==> config.mk <==
export PLATFORM = sky130hd
export DESIGN_NAME = instruction_fetch
export DESIGN_NICKNAME = d
export VERILOG_FILES = /design/src/rtl/instruction_fetch.sv
export SDC_FILE = /design/constraint.sdc
export NUM_CORES = 1
export LEC_CHECK = 0
export CAP_MARGIN = 5
export CORE_ASPECT_RATIO = 0.8
export CORE_MARGIN = 5
export CORE_UTILIZATION = 30
export DETAILED_ROUTE_END_ITERATION = 16
export HOLD_SLACK_MARGIN = 0.12
export PLACE_DENSITY_LB_ADDON = 0.12
export SYNTH_ARGS = -nofsm -noshare
export SYNTH_HDL_FRONTEND = slang
export SYNTH_SLANG_ARGS = --single-unit
==> constraint.sdc <==
create_clock -name clk -period 3.8 [get_ports clk]
set_clock_uncertainty 0.05 [all_clocks]
set_input_delay 0.76 -clock clk [delete_from_list [all_inputs] [get_ports clk]]
set_output_delay 0.76 -clock clk [all_outputs]
set_load 0.02 [all_outputs]
==> src/rtl/instruction_fetch.sv <==
// Instruction fetch stage: owns the PC, issues word reads to a 1-cycle synchronous
// instruction memory, buffers returned words and hands them to decode via valid/ready.
module instruction_fetch #(
    parameter logic [31:0] RESET_PC = 32'h0000_0000,
    parameter int          DEPTH    = 2
) (
    input  logic        clk,
    input  logic        reset_n,
    output logic        imem_req,
    output logic [31:0] imem_addr,
    input  logic [31:0] imem_rdata,
    input  logic        redirect_valid,
    input  logic [31:0] redirect_pc,
    input  logic        halt,
    output logic        out_valid,
    input  logic        out_ready,
    output logic [31:0] out_instr,
    output logic [31:0] out_pc,
    output logic        fault
);

    localparam int CW = $clog2(DEPTH + 1);
    localparam int PW = (DEPTH > 1) ? $clog2(DEPTH) : 1;

    // Handshake: a word transfers to decode on every rising edge where
    // out_valid and out_ready are both high; out_instr/out_pc hold while stalled.

    logic [31:0]   pc_q, pc_d;
    logic          inflight_q, inflight_d;
    logic [31:0]   inflight_pc_q, inflight_pc_d;
    logic          halted_q, halted_d;
    logic          fault_q, fault_d;
    logic [CW-1:0] count_q, count_d;
    logic [PW-1:0] rd_ptr_q, rd_ptr_d;
    logic [PW-1:0] wr_ptr_q, wr_ptr_d;
    logic [31:0]   fifo_instr_q [DEPTH];
    logic [31:0]   fifo_instr_d [DEPTH];
    logic [31:0]   fifo_pc_q    [DEPTH];
    logic [31:0]   fifo_pc_d    [DEPTH];

    logic          pop;
    logic          push;
    logic          redirect_take;
    logic          issue;
    logic [CW:0]   occupancy;

    function automatic logic [PW-1:0] ptr_inc(input logic [PW-1:0] p);
        return (p == PW'(DEPTH - 1)) ? '0 : p + PW'(1);
    endfunction

    assign out_valid = (count_q != '0);
    assign pop       = out_valid & out_ready;
    assign push      = inflight_q;
    // A halt in the same cycle beats a redirect; once halted, redirects are ignored.
    assign redirect_take = redirect_valid & ~halted_q & ~halt;
    // Occupancy after this edge counts the word in flight, so a push always finds room.
    assign occupancy = (CW + 1)'(count_q) + (CW + 1)'(inflight_q) - (CW + 1)'(pop);
    assign issue     = reset_n & ~halted_q & ~halt & ~redirect_valid
                     & (occupancy < (CW + 1)'(DEPTH));

    assign imem_req  = issue;
    assign imem_addr = pc_q;
    assign out_instr = fifo_instr_q[rd_ptr_q];
    assign out_pc    = fifo_pc_q[rd_ptr_q];
    assign fault     = fault_q;

    always_comb begin
        pc_d          = pc_q;
        inflight_d    = inflight_q;
        inflight_pc_d = inflight_pc_q;
        halted_d      = halted_q;
        fault_d       = fault_q;
        count_d       = count_q;
        rd_ptr_d      = rd_ptr_q;
        wr_ptr_d      = wr_ptr_q;
        fifo_instr_d  = fifo_instr_q;
        fifo_pc_d     = fifo_pc_q;

        if (redirect_take) begin
            // Flush: buffered words and the returning word belong to the old path.
            count_d    = '0;
            rd_ptr_d   = '0;
            wr_ptr_d   = '0;
            inflight_d = 1'b0;
            pc_d       = redirect_pc;
            if (redirect_pc[1:0] != 2'b00) begin
                fault_d  = 1'b1;
                halted_d = 1'b1;
            end
        end else begin
            if (halt) begin
                halted_d = 1'b1;
            end
            if (push) begin
                fifo_instr_d[wr_ptr_q] = imem_rdata;
                fifo_pc_d[wr_ptr_q]    = inflight_pc_q;
                wr_ptr_d               = ptr_inc(wr_ptr_q);
            end
            if (pop) begin
                rd_ptr_d = ptr_inc(rd_ptr_q);
            end
            count_d    = count_q + CW'(push) - CW'(pop);
            inflight_d = issue;
            if (issue) begin
                inflight_pc_d = pc_q;
                pc_d          = pc_q + 32'd4;
            end
        end
    end

    always_ff @(posedge clk or negedge reset_n) begin
        if (!reset_n) begin
            pc_q          <= RESET_PC;
            inflight_q    <= 1'b0;
            inflight_pc_q <= '0;
            halted_q      <= 1'b0;
            fault_q       <= 1'b0;
            count_q       <= '0;
            rd_ptr_q      <= '0;
            wr_ptr_q      <= '0;
            for (int i = 0; i < DEPTH; i++) begin
                fifo_instr_q[i] <= '0;
                fifo_pc_q[i]    <= '0;
            end
        end else begin
            pc_q          <= pc_d;
            inflight_q    <= inflight_d;
            inflight_pc_q <= inflight_pc_d;
            halted_q      <= halted_d;
            fault_q       <= fault_d;
            count_q       <= count_d;
            rd_ptr_q      <= rd_ptr_d;
            wr_ptr_q      <= wr_ptr_d;
            fifo_instr_q  <= fifo_instr_d;
            fifo_pc_q     <= fifo_pc_d;
        end
    end

    count_overflow_a: assert property (@(posedge clk) disable iff (!reset_n)
        !(push && !pop && !redirect_take && count_q == CW'(DEPTH)));
    count_underflow_a: assert property (@(posedge clk) disable iff (!reset_n)
        !(pop && count_q == '0));

endmodule

# Word level (Yosys, flattened, before mapping)
# Cells that the tools add are included.
[totals]
regBits = 199
out_inout_bits = 99
ram_bits = 0
latch_bits = 0
mem_bits_ro = 0
memories = 0
wordCells = 71
[op_classes]
n_div = 0
n_lt_le_gt_ge = 4
n_shift = 0
n_reduce_logical = 11
bitwise_logic = 13
eq_ne = 1
mul = 0
n_addsub = 7
n_mux = 23
[op_table]
columns = ["operator", "count"]
rows = [
  ["$mux W32", 9],
  ["$bwmux W64", 2],
  ["$add A32 B3 Y32 const B", 1],
  ["$demux W32 S1", 1],
  ["$reduce_bool A2 Y1", 6],
  ["$mux W1", 10],
  ["$reduce_and A2 Y1", 4],
  ["$and A1 B1 Y1", 7],
  ["$ge A2 B2 Y1 const B", 2],
  ["$not A1 Y1", 4],
  ["$not A1 Y2", 2],
  ["$add A2 B1 Y3", 1],
  ["$lt A3 B2 Y1 const B", 1],
  ["$sub A3 B1 Y3", 1],
  ["$add A1 B1 Y1 const B", 2],
  ["$add A2 B1 Y2", 1],
  ["$lt A2 B1 Y1 const B", 1],
  ["$mux W2", 1],
  ["$ne A2 B1 Y1 const B", 1],
  ["$sub A2 B1 Y2", 1],
  ["$logic_and A1 B1 Y1", 1],
]

# Depth between registers and ports, before layout
[depth]
depth_word = 7
mapped_depth = 15

# Worst setup path before layout
# OpenSTA, ideal clock, no wires.
[synth_timing]
path_type = "input to output"
start = "input port out_ready"
end = "output port imem_req"
cell_stages = 11
required_ns = 2.990
n_path_buf = 3
setup_slack_ns = 0.174
arrival_ns = 2.816
cell_sequence = "and2_1 > ha_1 > inv_1 > ha_1 > fa_1 > xnor2_1 > or3_1 > buf_6 > clkinv_8 > buf_2 > buf_2"
[synth_between]
elab_chain_cells = 4
[synth_rtl]
columns = ["element", "line_no", "text"]
rows = [
  ["start, declared", "16", "input logic out_ready,"],
  ["$and A1 B1 Y1", "52", "assign pop = out_valid & out_ready;"],
  ["$sub A3 B1 Y3", "57", "assign occupancy = (CW + 1)'(count_q) + (CW + 1)'(inflight_q) - (CW + 1)'(pop);"],
  ["$lt A3 B2 Y1", "59", "& (occupancy < (CW + 1)'(DEPTH));"],
  ["$and A1 B1 Y1", "59", ""],
  ["end, declared", "9", "output logic imem_req,"],
]
# No other way between the ends.

# Final worst setup path
# Ends and elaborated chain as after synthesis.

==> results by group <==
Global routing
  – Vias in the first global route: between 6000 and 7000
  – Antenna violations before repair: 0
  – Total track usage: between 10% and 20%
  – Largest net degree at the start of global routing: 136
  – Gr ovfl total: 0
  – Global-route wire length before repair: roughly 38 mm

Min path
  – Hold Path Class: flip-flop to flip-flop
  – Worst Hold Launch: fault

Finish
  – Antenna cells: 0
  – Share of layout cells above drive strength 1: between 20% and 30%
  – Area delta synth->final: 32.4%
  – Nets: roughly 1000
  – Final Instance Area: between 10000 and 15000 sq um
  – Cell Count, Final, Fillers Out: between 1000 and 1500

Logic synthesis
  – Post-Syn Area: between 8000 and 9000 sq um
  – Ys flop type: dfrtp_1
  – Post-synth EDFFs: 0
  – Post-Syn Instances: approximately 740
  – Most area-hungry cell type in the Yosys netlist: dfrtp_1
  – Avg Cell Area, Syn: approximately 12 sq um
  – Post-synth net total: 812
  – Synth area leaders: dfrtp_1 (56%), mux2_2 (24%), nand2_1 (5.5%), clkbuf_1 (1.6%), o21ai_0 (1.4%)
  – Synth async-reset ratio: 100%
  – Register area share after synthesis: a little under three fifths
  – Synth top area share: a little under three fifths
  – Post-synth cell types: 41
  – Synth Register Bits: 199
  – Synthesis warning total: 0

Pwr
  – Combinational fraction of design power: between 10% and 20%
  – Reg power frac: between 40% and 50%
  – Switching pwr: 1.26 mW
  – PwrDens: 405 nW/um^2
  – Switch share: between 20% and 30%
  – Total power: approximately 4.8 mW
  – Leakage: around 5.6 nW
  – Power share of the clock group: 39.5%
  – VDD IR max: around 0.32 mV
  – Internal cell power: 3.51 mW

Routing
  – Vias: 6164
  – DRT Pass-1 Iters: 5
  – Remaining DRCs: 0
  – Routed wire length per instance: between 15 and 20 um
  – Post-route ant nets: 0
  – Via density: roughly 4.7
  – Detailed Route WL: 23.8 mm
  – Initial drt markers: approximately 270

Worst setup path
  – Most frequent CP cell: ha_1
  – Largest fanout on the critical path: 6
  – CP Capture Type: primary output
  – Req. time, crit path: around 3 ns
  – CP arrival: ~2.9 ns
  – CP Cell Sequence: clkdlybuf4s50_1 > and2_4 > ha_1 > inv_1 > ha_1 > fa_1 > xnor2_1 > or3_4 > clkinv_8 > buf_12
  – Crit path from: out_ready
  – Crit path largest cell delay: just over 0.4 ns
  – FF-to-FF Start: count_q[1]
  – Crit-path slowest cell: or3_4
  – Setup CP Type: input port to primary output
  – CP startpoint kind: input port

Placed design
  – Port bufs: between 150 and 200
  – Placed Instances: about 1300
  – Post-DP Area: roughly 11000 sq um
  – RD Place Congestion: 0.742
  – Setup slack at placement: -0.171 ns
  – Final HPWL DP: between 15 and 20 mm

Timing
  – Final Slew Violations: 0
  – Slew headroom: ~42%
  – Slew @ Worst Pin: roughly 0.86 ns
  – RSZ-0062 raised after global routing: no
  – Final min period: 3.71 ns
  – Final Hold Viols: 0
  – Sum Neg Setup Slack: 0 ns
  – Fmax: between 200 and 300 MHz
  – Setup ws final: between 0.08 and 0.09 ns
  – Setup-failing EPs final: 0
  – Tcrit/Tclk final: a little over nine tenths

Floorplan
  – Initial core utilization: 30.4%
  – DIE WIDTH: 203 um
  – I/O pin cnt: between 150 and 200
  – Die ar.: approximately 33000 sq um
  – Row count: 56
  – Core Area: between 20000 and 30000 sq um
  – DIE HEIGHT: around 160 um

Status
  – Status: finished clean

Clocking
  – Worst-skew pair later-pin latency: between 0.4 and 0.5 ns
  – Root Driver: clkbuf_16
  – H-tree depth: 4
  – Num Clock Sinks: between 150 and 200
  – CTS buffer count: 17
  – CTS Hold Bufs: 0
  – TritonCTS clock tree: yes
  – Clock Tree Buf Depth: 2
  – Clock transition at the registers of the reported paths: about 0.070 ns

Run
  – Max cap viols: 0
repair_timing:
item,4_1_cts,5_1_grt
resized for setup,1,1
setup endpoints to repair,1,1
pin swaps,1,1
setup buffers,0,1
gates cloned,0,0
worst max-delay path: cells and delay by family:
family	cells	cell delay, ns
fa+ha+maj	3	0.81
buf+inv	4	0.64
simple gates	2	0.55
xor+xnor	1	0.13
power by group through the flow:
stage	Clock [mW]	Combinational, mW	Sequential (mW)
3_5_place_dp	0	0.582	2.36
5_1_grt	2.04	0.621	2.34
2_1_floorplan	0	0.326	2.28
6_report	1.88	0.572	2.32
4_1_cts	1.97	0.586	2.32
3_3_place_gp	0	0.584	2.36
worst paths after layout:
kind / end / slack, ns / cells past startpoint
max in group asynchronous: fifo_pc_q[44] / 1.99 / 3
max: imem_req / 0.09 / 10
min in group asynchronous: fifo_instr_q[33] / 0.47 / 2
min: fault / 0.43 / 1
min reg2reg: fault / 0.43 / 1
max reg2reg: imem_addr[25] / 0.60 / 13
final cells by class:
class	instances	area, sq um
clock buffers	21	470
clock inverters	11	135
fillers	2834	17500
inverters	11	53.8
multi-input cells	486	3720
flip-flops and latches	199	4980
well taps	377	472
repair buffers	195	1950
sequential cells by signal, indices dropped and copies added (netlist names):
name and flops:
fifo_pc_q 64, imem_addr 32, rd_ptr_q 1, inflight_q 1, fifo_instr_q 64, wr_ptr_q 1, count_q 2, inflight_pc_q 32
fault 1, halted_q 1
cell usage after synthesis (6+ instances only):
cell	count
dfrtp_1	199
or3_1	6
nand2_1	131
o21ai_0	25
nand4_1	10
nand3_1	23
and2_1	7
o311ai_0	8
mux2_2	192
inv_1	10
a31oi_1	6
nor2_1	24
clkbuf_1	38
stage by stage:
stage	hold slack [ns]	util, %
floorplan	0.394	-
global placement	0.421	38.1
detailed placement	0.414	38.1
CTS	0.435	40.2
global route	0.445	40.2
finish	0.434	40.2
routing by layer:
layer / vias to the layer above / track usage, % / part of all wire (%)
li1: 2960 / - / -
met1: 3066 / 21.8 / 52
met2: 130 / 22.0 / 43
met3: 8 / 4.13 / 4.4
met4: 0 / 2.93 / 0.58
met5: - / 0 / 0
kinds of logic (layout without fill, tap and decap cells):
kind of cell,count (synthesis),in the layout,share of synthesized area [%]
mux,192,192,24.3
flops,199,199,56.0
xor+xnor,3,3,0.295
simple gates,217,217,10.8
buf+inv,54,238,2.56
fa+ha+maj,4,4,0.647
compound gates,70,70,5.39
cells in the final DEF (no fill, tap or decap), types with 4 or more instances in the layout:
| cell | netlist | routed |
|---|---|---|
| dfrtp_1 | 199 | 198 |
| buf_12 | 0 | 5 |
| clkdlybuf4s50_1 | 0 | 165 |
| a21o_1 | 4 | 4 |
| o21ai_0 | 25 | 25 |
| inv_1 | 10 | 10 |
| a31oi_1 | 6 | 6 |
| a21oi_1 | 4 | 4 |
| a22oi_1 | 4 | 4 |
| and2_1 | 7 | 6 |
| inv_6 | 0 | 5 |
| nand3_1 | 23 | 22 |
| nor2_1 | 24 | 23 |
| clkbuf_8 | 0 | 4 |
| a221o_1 | 5 | 5 |
| clkbuf_16 | 0 | 17 |
| nand4_1 | 10 | 10 |
| o311ai_0 | 8 | 8 |
| nand2_1 | 131 | 131 |
| o211ai_1 | 4 | 4 |
| buf_4 | 0 | 24 |
| nor3_1 | 5 | 5 |
| or3_1 | 6 | 5 |
| mux2_2 | 192 | 192 |
Note: power is estimated with default switching activity, not from simulation.
